<file path="config.mk">
export PLATFORM = sky130hd
export DESIGN_NAME = rtc_sched_flat
export DESIGN_NICKNAME = d
export VERILOG_FILES = /design/src/rtl/rtc_sched_if.sv /design/src/rtl/rtc_sched.sv /design/src/flat_wrapper.sv
export SDC_FILE = /design/constraint.sdc
export NUM_CORES = 1
export LEC_CHECK = 0
export ABC_AREA = 1
export CORE_MARGIN = 3
export CORE_UTILIZATION = 55
export CTS_CLUSTER_SIZE = 28
export DETAILED_ROUTE_END_ITERATION = 16
export HOLD_SLACK_MARGIN = 0.03
export PLACE_DENSITY = 0.88
export SLEW_MARGIN = 15
export SYNTH_ARGS = -nofsm -noshare
export SYNTH_HDL_FRONTEND = slang
export SYNTH_SLANG_ARGS = --single-unit
</file>
<file path="constraint.sdc">
create_clock -name sclk -period 2.8 [get_ports sclk]
set_input_delay 0.56 -clock sclk [delete_from_list [all_inputs] [get_ports sclk]]
set_output_delay 0.56 -clock sclk [all_outputs]
set_load 0.1 [all_outputs]
</file>
<file path="src/rtl/rtc_sched_if.sv">
// rtc_sched_if: set-time write request channel into rtc_sched.
// Requester holds wr_req until wr_ack; wr_reg/wr_data are sampled on acceptance.
interface rtc_sched_if;
   logic       wr_req;
   logic [1:0] wr_reg;
   logic [7:0] wr_data;
   logic       wr_ack;

   modport master (
      output wr_req,
      output wr_reg,
      output wr_data,
      input  wr_ack
   );

   modport slave (
      input  wr_req,
      input  wr_reg,
      input  wr_data,
      output wr_ack
   );
endinterface

</file>
<file path="src/rtl/rtc_sched.sv">
// rtc_sched: DS1302-style 3-wire RTC sequencer (poll sec/min/hour, set-time writes).
// Define RTC_WP_EN to wrap every write in write-protect clear/set transactions.
module rtc_sched #(
   parameter int CLK_DIV = 4
) (
   input  logic        sclk,
   input  logic        rst_n,
   input  logic        poll_tick,
   rtc_sched_if.slave  wr,
   output logic [7:0]  sec,
   output logic [7:0]  min,
   output logic [7:0]  hour,
   output logic        valid,
   output logic        busy,
   output logic        ce,
   output logic        ser_clk,
   output logic        io_out,
   output logic        io_oe,
   input  logic        io_in
);

   localparam int CW = $clog2(2 * CLK_DIV);

`ifdef RTC_WP_EN
   localparam logic [1:0] WR_LAST = 2'd2;
`else
   localparam logic [1:0] WR_LAST = 2'd0;
`endif

   typedef enum logic [2:0] {
      IDLE,
      CE_SETUP,
      CMD,
      DATA,
      CE_HOLD,
      GAP
   } state_t;

   state_t        state_q;
   state_t        state_d;

   logic [CW-1:0] cnt_q;
   logic          half_q;
   logic [2:0]    bit_q;
   logic [1:0]    step_q;
   logic          mode_wr_q;
   logic [1:0]    reg_q;
   logic [7:0]    wdat_q;
   logic [6:0]    rx_q;
   logic [7:0]    sh_sec;
   logic [7:0]    sh_min;
   logic [7:0]    sh_hour;
   logic          pend_q;
   logic          ack_q;
   logic          valid_q;

   logic [CW-1:0] lim;
   logic          cnt_end;
   logic          byte_end;
   logic [1:0]    last_step;
   logic          take_wr;
   logic          take_poll;
   logic          seq_done;
   logic          rx_sample;
   logic [7:0]    cmd;
   logic [7:0]    txd;
   logic [7:0]    rx_byte;

   // GAP lasts a full bit period; every other timed phase is one half-bit
   always_comb begin
      lim       = (state_q == GAP) ? CW'(2 * CLK_DIV - 1)
                                   : CW'(CLK_DIV - 1);
      cnt_end   = (cnt_q == lim);
      byte_end  = cnt_end && half_q && (bit_q == 3'd7);
      last_step = mode_wr_q ? WR_LAST : 2'd2;
      rx_sample = (state_q == DATA) && !mode_wr_q
                  && !half_q && cnt_end;
      rx_byte   = {io_in, rx_q};
   end

   always_comb begin
      cmd = {5'b10000, step_q, 1'b1};
      txd = 8'h00;
      if (mode_wr_q) begin
         cmd = {5'b10000, reg_q, 1'b0};
         txd = wdat_q;
`ifdef RTC_WP_EN
         if (step_q != 2'd1) begin
            cmd = 8'h8E;
            txd = (step_q == 2'd0) ? 8'h00 : 8'h80;
         end
`endif
      end
   end

   always_ff @(posedge sclk or negedge rst_n) begin
      if (!rst_n) begin
         state_q <= IDLE;
      end else begin
         state_q <= state_d;
      end
   end

   always_comb begin
      state_d   = state_q;
      take_wr   = 1'b0;
      take_poll = 1'b0;
      seq_done  = 1'b0;
      ce        = 1'b0;
      ser_clk   = 1'b0;
      io_oe     = 1'b0;
      io_out    = 1'b0;
      unique case (state_q)
         IDLE: begin
            // ack/valid cycles are dead time so a held wr_req is not re-taken
            if (!ack_q && !valid_q) begin
               if (wr.wr_req) begin
                  take_wr = 1'b1;
                  if (wr.wr_reg != 2'd3) state_d = CE_SETUP;
               end else if (pend_q) begin
                  take_poll = 1'b1;
                  state_d   = CE_SETUP;
               end
            end
         end
         CE_SETUP: begin
            ce = 1'b1;
            if (cnt_end) state_d = CMD;
         end
         CMD: begin
            ce      = 1'b1;
            ser_clk = half_q;
            io_oe   = 1'b1;
            io_out  = cmd[bit_q];
            if (byte_end) state_d = DATA;
         end
         DATA: begin
            ce      = 1'b1;
            ser_clk = half_q;
            io_oe   = mode_wr_q;
            io_out  = mode_wr_q & txd[bit_q];
            if (byte_end) state_d = CE_HOLD;
         end
         CE_HOLD: begin
            ce = 1'b1;
            if (cnt_end) state_d = GAP;
         end
         GAP: begin
            if (cnt_end) begin
               if (step_q == last_step) begin
                  state_d  = IDLE;
                  seq_done = 1'b1;
               end else begin
                  state_d = CE_SETUP;
               end
            end
         end
         default: state_d = IDLE;
      endcase
      busy = (state_q != IDLE) | ack_q | valid_q
             | take_wr | take_poll;
   end

   always_ff @(posedge sclk or negedge rst_n) begin
      if (!rst_n) begin
         cnt_q     <= '0;
         half_q    <= 1'b0;
         bit_q     <= 3'd0;
         step_q    <= 2'd0;
         mode_wr_q <= 1'b0;
         reg_q     <= 2'd0;
         wdat_q    <= 8'h00;
         rx_q      <= 7'h00;
         sh_sec    <= 8'h00;
         sh_min    <= 8'h00;
         sh_hour   <= 8'h00;
         sec       <= 8'h00;
         min       <= 8'h00;
         hour      <= 8'h00;
         pend_q    <= 1'b0;
         ack_q     <= 1'b0;
         valid_q   <= 1'b0;
      end else begin
         ack_q   <= 1'b0;
         valid_q <= 1'b0;
         pend_q  <= take_poll ? 1'b0 : (pend_q | poll_tick);

         if (take_wr) begin
            mode_wr_q <= 1'b1;
            reg_q     <= wr.wr_reg;
            wdat_q    <= wr.wr_data;
            step_q    <= 2'd0;
            ack_q     <= (wr.wr_reg == 2'd3);
         end
         if (take_poll) begin
            mode_wr_q <= 1'b0;
            step_q    <= 2'd0;
         end

         if (state_q == IDLE || cnt_end) begin
            cnt_q <= '0;
         end else begin
            cnt_q <= cnt_q + CW'(1);
         end

         if ((state_q == CMD || state_q == DATA) && cnt_end) begin
            half_q <= ~half_q;
            if (half_q) bit_q <= bit_q + 3'd1;
         end

         if (rx_sample) begin
            rx_q <= rx_byte[7:1];
            if (bit_q == 3'd7) begin
               unique case (step_q)
                  2'd0:    sh_sec  <= rx_byte;
                  2'd1:    sh_min  <= rx_byte;
                  default: sh_hour <= rx_byte;
               endcase
            end
         end

         if (state_q == GAP && cnt_end && step_q != last_step) begin
            step_q <= step_q + 2'd1;
         end

         if (seq_done) begin
            if (mode_wr_q) begin
               ack_q <= 1'b1;
            end else begin
               sec     <= sh_sec;
               min     <= sh_min;
               hour    <= sh_hour;
               valid_q <= 1'b1;
            end
         end
      end
   end

   assign valid     = valid_q;
   assign wr.wr_ack = ack_q;

endmodule

</file>
<file path="src/flat_wrapper.sv">
// flat-port wrapper written by rule: the top's interface ports become plain ports
module rtc_sched_flat 
#(
   parameter int CLK_DIV = 4
)
  (sclk, rst_n, poll_tick, sec, min, hour, valid, busy, ce, ser_clk, io_out, io_oe, io_in, wr_wr_req, wr_wr_reg, wr_wr_data, wr_wr_ack);
  rtc_sched_if wr_i ();
  input  logic sclk;
  input  logic rst_n;
  input  logic poll_tick;
  output logic [7:0] sec;
  output logic [7:0] min;
  output logic [7:0] hour;
  output logic valid;
  output logic busy;
  output logic ce;
  output logic ser_clk;
  output logic io_out;
  output logic io_oe;
  input  logic io_in;
  input wire logic [$bits(wr_i.wr_req)-1:0] wr_wr_req;
  input wire logic [$bits(wr_i.wr_reg)-1:0] wr_wr_reg;
  input wire logic [$bits(wr_i.wr_data)-1:0] wr_wr_data;
  output wire logic [$bits(wr_i.wr_ack)-1:0] wr_wr_ack;
  assign wr_i.wr_req = wr_wr_req;
  assign wr_i.wr_reg = wr_wr_reg;
  assign wr_i.wr_data = wr_wr_data;
  assign wr_wr_ack = wr_i.wr_ack;
  rtc_sched #(.CLK_DIV(CLK_DIV)) u_core (.sclk(sclk), .rst_n(rst_n), .poll_tick(poll_tick), .wr(wr_i), .sec(sec), .min(min), .hour(hour), .valid(valid), .busy(busy), .ce(ce), .ser_clk(ser_clk), .io_out(io_out), .io_oe(io_oe), .io_in(io_in));
endmodule
</file>
Word-level counts from Yosys, hierarchy flattened
Index checks and enable logic that the tools add are counted.

Input bits: 15. Bits in registers: 81. Output and inout bits: 31. Logic and storage cells: 125.

Mux-type cells: 45. Reductions and logical operators: 29. $lt $le $gt $ge: 1. $add $sub $neg: 3. Bitwise operators: 9. Equal/unequal tests: 20.

Operators with widths (count): 3-bit two-way mux (12); 1-bit two-way mux (23); 3-bit case mux with 6 select lines (1); 2-bit by 1-bit != test with 1-bit output (second input constant) (6); 3-bit == test (second input constant) (3); 1-bit logical AND (9); 3-bit AND reduction (3); 2-bit two-way mux (4); 8-bit two-way mux (1); 8-bit AND reduction (1); 3-bit by 1-bit adder with 3-bit output (second input constant) (2); 1-bit binary-select mux with 3-bit select (2); 3-bit by 2-bit == test with 1-bit output (second input constant) (2); 3-bit by 2-bit != test with 1-bit output (second input constant) (2); 3-bit nonzero test (2); 1-bit bitwise OR (5); 1-bit logical NOT (4); 3-bit by 4-bit less-than comparator with 1-bit output (second input constant) (1); 1-bit case mux with 2 select lines (2); 2-bit AND reduction (2); 2-bit OR reduction (2); 4-bit OR reduction (1); 3-bit by 1-bit == test with 1-bit output (second input constant) (1); 3-bit == test (1); 12 further kinds (15).

Logic depth before layout (Yosys ltp)
Gate-level depths: netlist of run 1.

Word-level depth: 7. Mapped depth: 9. Depth with buffers taken out: 9.

Worst setup path after synthesis of run 1
No wires, ideal clock.

Path type: reg-to-output. Start point: register u_core.state_q[1]. End point: output io_oe. Slack: 16 ps. Data arrival time: 2224 ps. Required time: 2240 ps. Path buffers: 0. Cell stages (with the launch flop): 5. Cells stage by stage: dfrtp_1 inv_2 nor2_1 inv_1 a21oi_1.

Cells in the longest elaborated chain, start to end: 2. Elaborated cells on any way between the ends: 3. Classes of those cells: eq/ne: 2; mux: 1.

Ends and longest elaborated chain: start, declared (line rtc_sched.sv:39) `state_t state_q;`; start signal, assigned (line rtc_sched.sv:100) `state_q <= state_d;`; 3-bit by 2-bit == test with 1-bit output (line rtc_sched.sv:113) `unique case (state_q)`; 1-bit case mux with 2 select lines * (line rtc_sched.sv:113); end, declared (line flat_wrapper.sv:19) `output logic io_oe;`.

Every way passes the cells marked *; elsewhere a longest branch is shown, timed or not.

Worst setup path in the final report of run 1
Start point: register u_core.state_q[0]. End point: output ce.

Cells in the longest elaborated chain, start to end: 3. Elaborated cells on any way between the ends: 6. Classes of those cells: eq/ne: 4; mux: 1; reduce/logical: 1.

Ends and longest elaborated chain: 3-bit by 1-bit == test with 1-bit output (tied with other cells) (line rtc_sched.sv:113); 4-bit OR reduction (no source line) *; 1-bit two-way mux * (line rtc_sched.sv:113); end, declared (line flat_wrapper.sv:16) `output logic ce;`.

Marked as above.

==> flow_results.org, run 1 <==
** Outcome
- Result of the run :: finished, final reports clean

** Floorplan
- Die outline width :: 88.2 um
- The die is 88.2 um tall.
- For this configuration, the core starts out at a cell density of 57.5%.
- 46 I/O pins were placed.
- Number of placement rows :: 29
- Core box area :: 6460 sq um
- The die covers 7770 sq um.

** Setup path
- Critical path capture point type :: output pin
- Arr. time, crit path :: 1.79 ns
- Required time of the worst setup path :: 2.24 ns
- The critical path goes through nand2_1 -> nor2_1 -> inv_1 -> o21ai_0 -> or2_2 -> buf_12.
- Critical-path cell with the highest stage delay :: sky130_fd_sc_hd__dfrtp_1
- The worst setup path is launched from a flop.
- Stage delay of the slowest cell on the critical path :: 0.53 ns
- Crit Path Category :: flop to output pin
- Worst reg-to-reg path cell count :: 7
- Biggest fanout along the worst timing path :: 9

** Route
- In this run the remaining antenna-violating nets after routing total 0.
- The first TritonRoute pass finished after 4 iterations.
- Dividing the detail-routed via count by the number of cells gives 5.40.
- For this block, the initial DRC count from the detailed router was 207.
- In the final routed layout, each cell accounts on average for 14.0 um.
- After detailed routing, the number of remaining DRC violations is 0.
- Routed wire length :: 7370 um
- The detailed router placed 2,838 vias in this run.

** Synth
- Summing the sequential cell areas from Yosys gives 54.6% of the chip area.
- Among all flip-flop cells after synthesis, the most frequent one is sky130_fd_sc_hd__dfrtp_1.
- Yosys synthesis warning count :: 0
- After technology mapping, the gate count stands at 403.
- After synthesis, the netlist uses 32 different library cells.
- When the netlist entered floorplanning its net count stood at 423.
- Asr flop ratio synth :: 100%
- Avg Inst Size Synth :: 9.21 sq um
- Counting flops with a built-in enable in the synthesized netlist gives 0.
- Area of the mapped netlist :: 3710 sq um
- Synthesis inferred 81 register bits.

** Placement
- During placement, the flow inserted port buffers numbering 45.
- Detailed placement finished with a half-perimeter wire length of 5030 um.
- OpenSTA, run right after detailed placement, puts the worst setup slack at 0.668 ns.
- Placer's final routability congestion estimate :: 0.790

** Timing
- Based on the critical path, the design can be clocked at up to 0.426 GHz.
- Final number of setup-violating endpoints :: 0
- Across all setup checks in the final design, the least slack found is 0.454 ns.
- Measured against its own limit, the worst slew margin works out to 33.9%.
- RSZ-0062 raised after global routing :: false
- At the pin with the least slew margin, the transition time is 0.992 ns.
- The final hold violation count is 0.
- Final hold analysis gives a worst-case slack of 0.366 ns.
- In the final timing run, aggregate negative setup slack is 0 ns.
- Pins Over Slew Limit :: 0
- Final period utilization :: 83.8%
- Final setup skew :: 0.00809 ns
- Counting I/O delays and the setup requirement, the final critical path takes 2.35 ns.

** Clock network
- Clock-pin slew was measured on the worst setup and hold paths at 0.09 ns.
- For the worst-skew pair, the clock arrives at the later sink with an insertion delay of 0.35 ns.
- No sink is reached through more buffers than the 2 on the longest clock path.
- Root buffer selected by CTS :: sky130_fd_sc_hd__clkbuf_8
- Total of hold buffers inserted after clock tree synthesis :: 0
- TritonCTS built the clock tree.
- The number of setup buffers added after CTS is 0.
- The number of clock buffers added by TritonCTS is 9.
- CTS built an H-tree with a depth of 3.
- Post_cts resized :: 0
- CTS sink count :: 81

** Global route
- GRT Overall Usage :: 20.8%
- Via count of the first global-routing pass :: 2,741
- Entering global routing, the biggest net connects 82 pins.
- The total overflow left after global routing is 0.
- The number of antenna violations at the first check in global routing was 0.
- Global-route wire length before repair :: 12,600 um

** Layout
- From synthesis to final layout, the design area changed by 15.8%.
- Util after Layout :: 66.6%
- Share of cells above drive strength 1 :: 18.7%
- NumNets Final :: 464
- Number of antenna diodes :: 0

** Power
- In this run the power density over the cells is 472 nW/um^2.
- Leakage dissipation :: 2.18 nW
- Max IR drop VDD :: 0.376 mV

** Worst hold path
- Min-delay worst type :: input port to asynchronous set/reset pin

** Flow run
- Number of max-capacitance violations reported :: 0
[critical path, delay by kind of cell, from the launching register on]
family                 cells  cell delay, ns
AO/OA/AOI/OAI              1            0.11
buffers and inverters      2            0.27
flip-flops                 1            0.53
AND/OR/NAND/NOR            3            0.53
[stage by stage]
step                instances  instance area (sq um)  power [W]
finish                    526                   4300    0.00203
global route              526                   4300    0.00210
CTS                       526                   4300    0.00205
detailed placement        510                   4120    0.00125
global placement          510                   4120    0.00125
floorplan                 403                   3710    0.00121
[cell usage after synthesis, types with 4 or more instances]
library cell,count,area (sq um)
sky130_fd_sc_hd__dfrtp_1,81,2030
sky130_fd_sc_hd__inv_1,40,150
sky130_fd_sc_hd__o21ai_0,52,260
sky130_fd_sc_hd__nor2_1,19,71.3
sky130_fd_sc_hd__nand2_1,111,417
sky130_fd_sc_hd__nand2_2,4,25.0
sky130_fd_sc_hd__clkbuf_1,6,22.5
sky130_fd_sc_hd__buf_6,6,67.6
sky130_fd_sc_hd__o21ai_1,8,40.0
sky130_fd_sc_hd__ha_1,5,62.6
sky130_fd_sc_hd__o21ai_2,16,140
sky130_fd_sc_hd__nand4_1,4,25.0
sky130_fd_sc_hd__nand3_1,17,85.1
sky130_fd_sc_hd__o211ai_1,4,30.0
[state kept, by name, indices dropped and copies added, names as in the netlist]
name / cells
u_core.hour: 8
u_core.min: 8
u_core.sec: 8
u_core.sh_hour: 8
u_core.sh_min: 8
u_core.sh_sec: 8
u_core.wdat_q: 8
u_core.rx_q: 7
u_core.bit_q: 3
u_core.cnt_q: 3
u_core.state_q: 3
u_core.reg_q: 2
u_core.step_q: 2
u_core.half_q: 1
u_core.mode_wr_q: 1
u_core.pend_q: 1
u_core.valid: 1
u_core.wr.wr_ack: 1
[layer usage]
| layer | wire, um | track usage [%] | vias to the layer above |
|---|---|---|---|
| met5 | 0 | 0 | - |
| met4 | 135 | 6.87 | 0 |
| met3 | 379 | 4.23 | 13 |
| met2 | 3590 | 34.1 | 79 |
| met1 | 3260 | 27.9 | 1354 |
| li1 | - | - | 1392 |
[path summary, 6_finish.rpt]
path | from | endpoint | slack, ns
setup / recovery | u_core.state_q[0]$_DFFE_PN0P_ | ce | 0.45
hold / removal | rst_n | u_core.sec[6]$_DFFE_PN0P_ | 0.37
setup reg to reg | u_core.cnt_q[0]$_DFF_PN0_ | u_core.sec[3]$_DFFE_PN0P_ | 0.67
hold reg to reg | u_core.cnt_q[0]$_DFF_PN0_ | u_core.cnt_q[0]$_DFF_PN0_ | 0.47
max in group asynchronous | rst_n | u_core.wr.wr_ack$_DFF_PN0_ | 1.81
min in group sclk | u_core.cnt_q[0]$_DFF_PN0_ | u_core.cnt_q[0]$_DFF_PN0_ | 0.47
[cells by family after synthesis]
family | Yosys count | synth area share [%]
xor gates and xnor gates | 2 | 0.472
buffers and inverters | 59 | 7.65
DFF | 81 | 54.6
and+or+nand+nor | 171 | 22.2
adders and majority gates | 5 | 1.68
AOI/OAI and AO/OA | 85 | 13.4
[power by group]
part	switching (W)	internal (W)	leakage, nW
clock	0.000465	0.000338	0.0859
combinational	0.0000373	0.0000200	1.02
sequential	0.000000541	0.00117	1.07
total	0.000503	0.00153	2.18
[cell type report]
type                    instances  area [sq um]
fillers                       499          2160
flip-flops and latches         81          2030
multi-input cells             263          1400
repair buffers                 46           428
inverters                      43           161
clock buffers                   9           124
well taps                      77          96.3
clock inverters                 7          62.6
[cell usage in the layout (no fill, tap or decap), drive strengths merged, types with 2 or more instances in the layout]
cell,n
clkinvlp,3
nand4,6
xor2,2
o21ai,76
nand2,116
a21oi,3
nor2,23
o211ai,4
inv,46
ha,5
clkbuf,9
buf,33
dfrtp,81
nand3,21
clkdlybuf4s50,13
nor3,2
Note: power is estimated with default switching activity, not from simulation.
==> run 2, diff against run 1 <==
Settings changed: CORE_UTILIZATION 55 to 50, PLACE_DENSITY 0.88 to 0.85.
Clock period 2.8 ns to 1.94 ns, I/O delays scaled along.
==> run 2 against run 1 <==
The run now ends with negative setup slack left. Global-route usage is 0.40 points higher. Routed wire length is 13% higher. Design area is 8.3% higher. Power is 52% higher. Critical path type unchanged. Highest routed layer unchanged.
==> flow_results.org, run 2 (same netlist as run 1, synthesis figures left out) <==
** Setup path
- Grouping stages by cell kind, the critical path spends the most delay in flip-flops.
- Required time of the worst setup path :: 1.55 ns
- In this run the critical register-to-register path is launched from u_core.bit_q[0]$_DFFE_PN0P_.
- The critical path starts at u_core.bit_q[1]$_DFFE_PN0P_.
- Together, buffers and inverters on the worst path number 2.
- Startpoint types :: flop
- On the worst path, the slowest cell contributes a delay of 0.42 ns.
- Critical path capture point type :: output pin
- The setup path with the least slack is of type flop to output pin.
- Critical-path cell with the highest stage delay :: sky130_fd_sc_hd__dfrtp_1
- Arr. time, crit path :: 1.61 ns
- Biggest fanout along the worst timing path :: 5
- Cell-by-cell trace of the critical path :: inv_1 -> o21ai_2 -> o211ai_1 -> nand3_1 -> nand2_2 -> buf_12

** Worst hold path
- The worst hold path begins at u_core.cnt_q[0]$_DFF_PN0_.
- The tightest min-delay check is of the flop to flop type.

** Floorplan
- The die covers 8500 sq um.
- Number of placement rows :: 30
- Once the floorplan was initialized, standard cells occupied 53.2% of the core.
- The die is 92.2 um wide.
- The core region is 6980 sq um.
- DIE HEIGHT :: 92.2 um
- During I/O placement, the number of pins put on the boundary was 46.

** Route
- After detailed routing, the number of vias per cell comes to 5.32.
- The first routing iteration left 192 violations.
- Routed length per placed instance :: 14.8 um
- The count of nets left with antenna violations once routing finished came out at 0.
- Via Count :: 3,003
- The final layout contains routed wiring with a total length of 8350 um.
- Number of DRC violations after detailed routing :: 0
- TritonRoute pass-1 iters :: 5

** Global route
- Global-route wire length before repair :: 14,400 um
- Via count of the first global-routing pass :: 2,998
- The number of antenna violations at the first check in global routing is 0.
- Global routing consumed, over all layers together, 21.2% of the routing resources.
- Largest net degree at the start of global routing :: 36
- For this run the aggregate overflow at the end of global routing stands at 0.
- Met3 Track Usage GR :: 4.10%
- The global routing stage identified its most utilized layer as met2.
- Met1 Track Usage GR :: 27.8%
- Fraction of met2 tracks used by global routing :: 33.9%

** Timing
- Across all setup checks in the final design, the least slack found is -0.0575 ns.
- Maximum frequency from static timing analysis :: 0.501 GHz
- Max-Slew Margin vs Limit :: 66.9%
- At the pin with the least slew margin, the transition time is 0.493 ns.
- Setup repair after global routing could not meet its margin everywhere.
- Final-report hold violation count :: 0
- Shortest period the worst path allows :: 2.00 ns
- Final period utilization :: 103%
- Pins Over Slew Limit :: 0
- Final setup skew :: 0.0111 ns
- In the final timing run, aggregate negative setup slack is -0.0575 ns.
- Setup violations remaining at the end of the flow were counted as 1.

** Layout
- Share of cells above drive strength 1 :: 28.4%
- The library cell used most frequently in the layout, excluding fill and tap cells, is sky130_fd_sc_hd__nand2_1.
- With fillers left out, the area of the finished cells amounts to 4660 sq um.
- Summing all multi-input logic gate instances after layout gives 1470 sq um.
- NumNets Final :: 484
- The filler cells instantiated in the layout total 562.
- Relative to the synthesized area, the layout overhead comes to 25.4%.
- Leaving out fill and tap cells, the most frequent cells in the layout are 106 x sky130_fd_sc_hd__nand2_1, 75 x sky130_fd_sc_hd__dfrtp_1, 49 x sky130_fd_sc_hd__o21ai_0, 42 x sky130_fd_sc_hd__buf_4, 32 x sky130_fd_sc_hd__inv_1.
- Area of all sequential standard cells :: 2040 sq um
- Number of antenna diodes :: 0

** Outcome
- Result of the run :: finished with violations
- Violations in the final reports :: negative setup slack

** Clock network
- Deepest clock path buffer count :: 2
- Clock latency at the later pin of the worst-skew pair :: 0.36 ns
- TritonCTS clock tree :: yes
- For this design, the sink count on the clock tree is 81.
- The number of clock buffers added by TritonCTS is 9.
- Root buffer selected by CTS :: sky130_fd_sc_hd__clkbuf_8
- Register clock-pin slew on the reported worst setup and hold paths :: 0.09 ns
- H-tree levels :: 3

** Power
- Power per Cell Area :: 662 nW/um^2
- For this design the static power due to leakage is 2.32 nW.
- Max IR drop VDD :: 0.350 mV

** Placement
- Post-placement cell area :: 4280 sq um
- Hpwl dp :: 5550 um
- Placer's final routability congestion estimate :: 0.823
- In this run the tool buffered the top-level ports with 45 buffer cells.

** Flow run
- The tool flagged a number of max-cap violations equal to 0.
==> run 2: per-stage QoR <==
step | instances | setup slack (ns) | hold WS (ns) | power (W) | util [%]
finish | 565 | -0.0575 | 0.434 | 0.00308 | 66.7
floorplan | 403 | -0.145 | 0.0924 | 0.00174 | -
detailed placement | 538 | 0.218 | 0.343 | 0.00182 | 61.3
CTS | 560 | -0.0361 | 0.438 | 0.00310 | 65.2
global placement | 538 | 0.228 | 0.332 | 0.00181 | 61.3
global route | 565 | -0.146 | 0.469 | 0.00318 | 66.7
==> run 2: worst reg2reg max path: cells and delay by family (launching register included) <==
kind | cells | cell delay [ns]
and+or+nand+nor | 5 | 0.56
DFF | 1 | 0.47
adders and majority gates | 2 | 0.37
AOI/OAI and AO/OA | 1 | 0.17
buffers and inverters | 1 | 0.06
==> run 2: cell type report <==
type	count	share of cell area, %
Clock buffer	9	2.66
Clock inverter	7	1.77
Inverter	43	3.79
Multi-Input combinational cell	263	31.5
Sequential cell	81	43.8
Tap cell	96	2.58
Timing Repair Buffer	66	13.9
==> run 2: report_power, final <==
group	internal [W]	leakage (nW)	switching [W]	total [W]
clock	0.000617	0.0988	0.000683	0.00130
sequential	0.00169	1.06	0.000000787	0.00169
combinational	0.0000373	1.15	0.0000581	0.0000954
==> run 2: final timing paths <==
check	end	slack, ns	cells past startpoint
hold reg to reg	u_core.cnt_q[0]$_DFF_PN0_	0.43	1
setup reg to reg	u_core.state_q[0]$_DFFE_PN0P_	0.20	9
hold / removal	u_core.cnt_q[0]$_DFF_PN0_	0.43	1
min in group asynchronous	u_core.wdat_q[2]$_DFFE_PN0P_	0.50	2
setup / recovery	io_out	-0.06	6
max in group asynchronous	u_core.rx_q[3]$_DFFE_PN0P_	0.85	3
==> run 2: per-layer routing <==
metal,part of all wire (%),wire length [um]
met1,43,3610
met2,50,4210
met3,4.1,341
met4,2.3,194
met5,0,0
==> run 2: repair_timing <==
item / 4_1_cts / 5_1_grt
gates cloned: 0 / 0
buffers inserted: 5 / 5
resized for setup: 12 / 21
hold buffers: 1 / 0
pin swaps: 5 / 9
endpoints found under the hold margin: 28 / 0
endpoints found under the setup margin: 5 / 5
==> run 3, diff against run 2 <==
Settings changed: SLEW_MARGIN 15 to unset.
==> results of run 3 <==
Same layout as run 2: the final DEF is identical, and so are final timing and power.
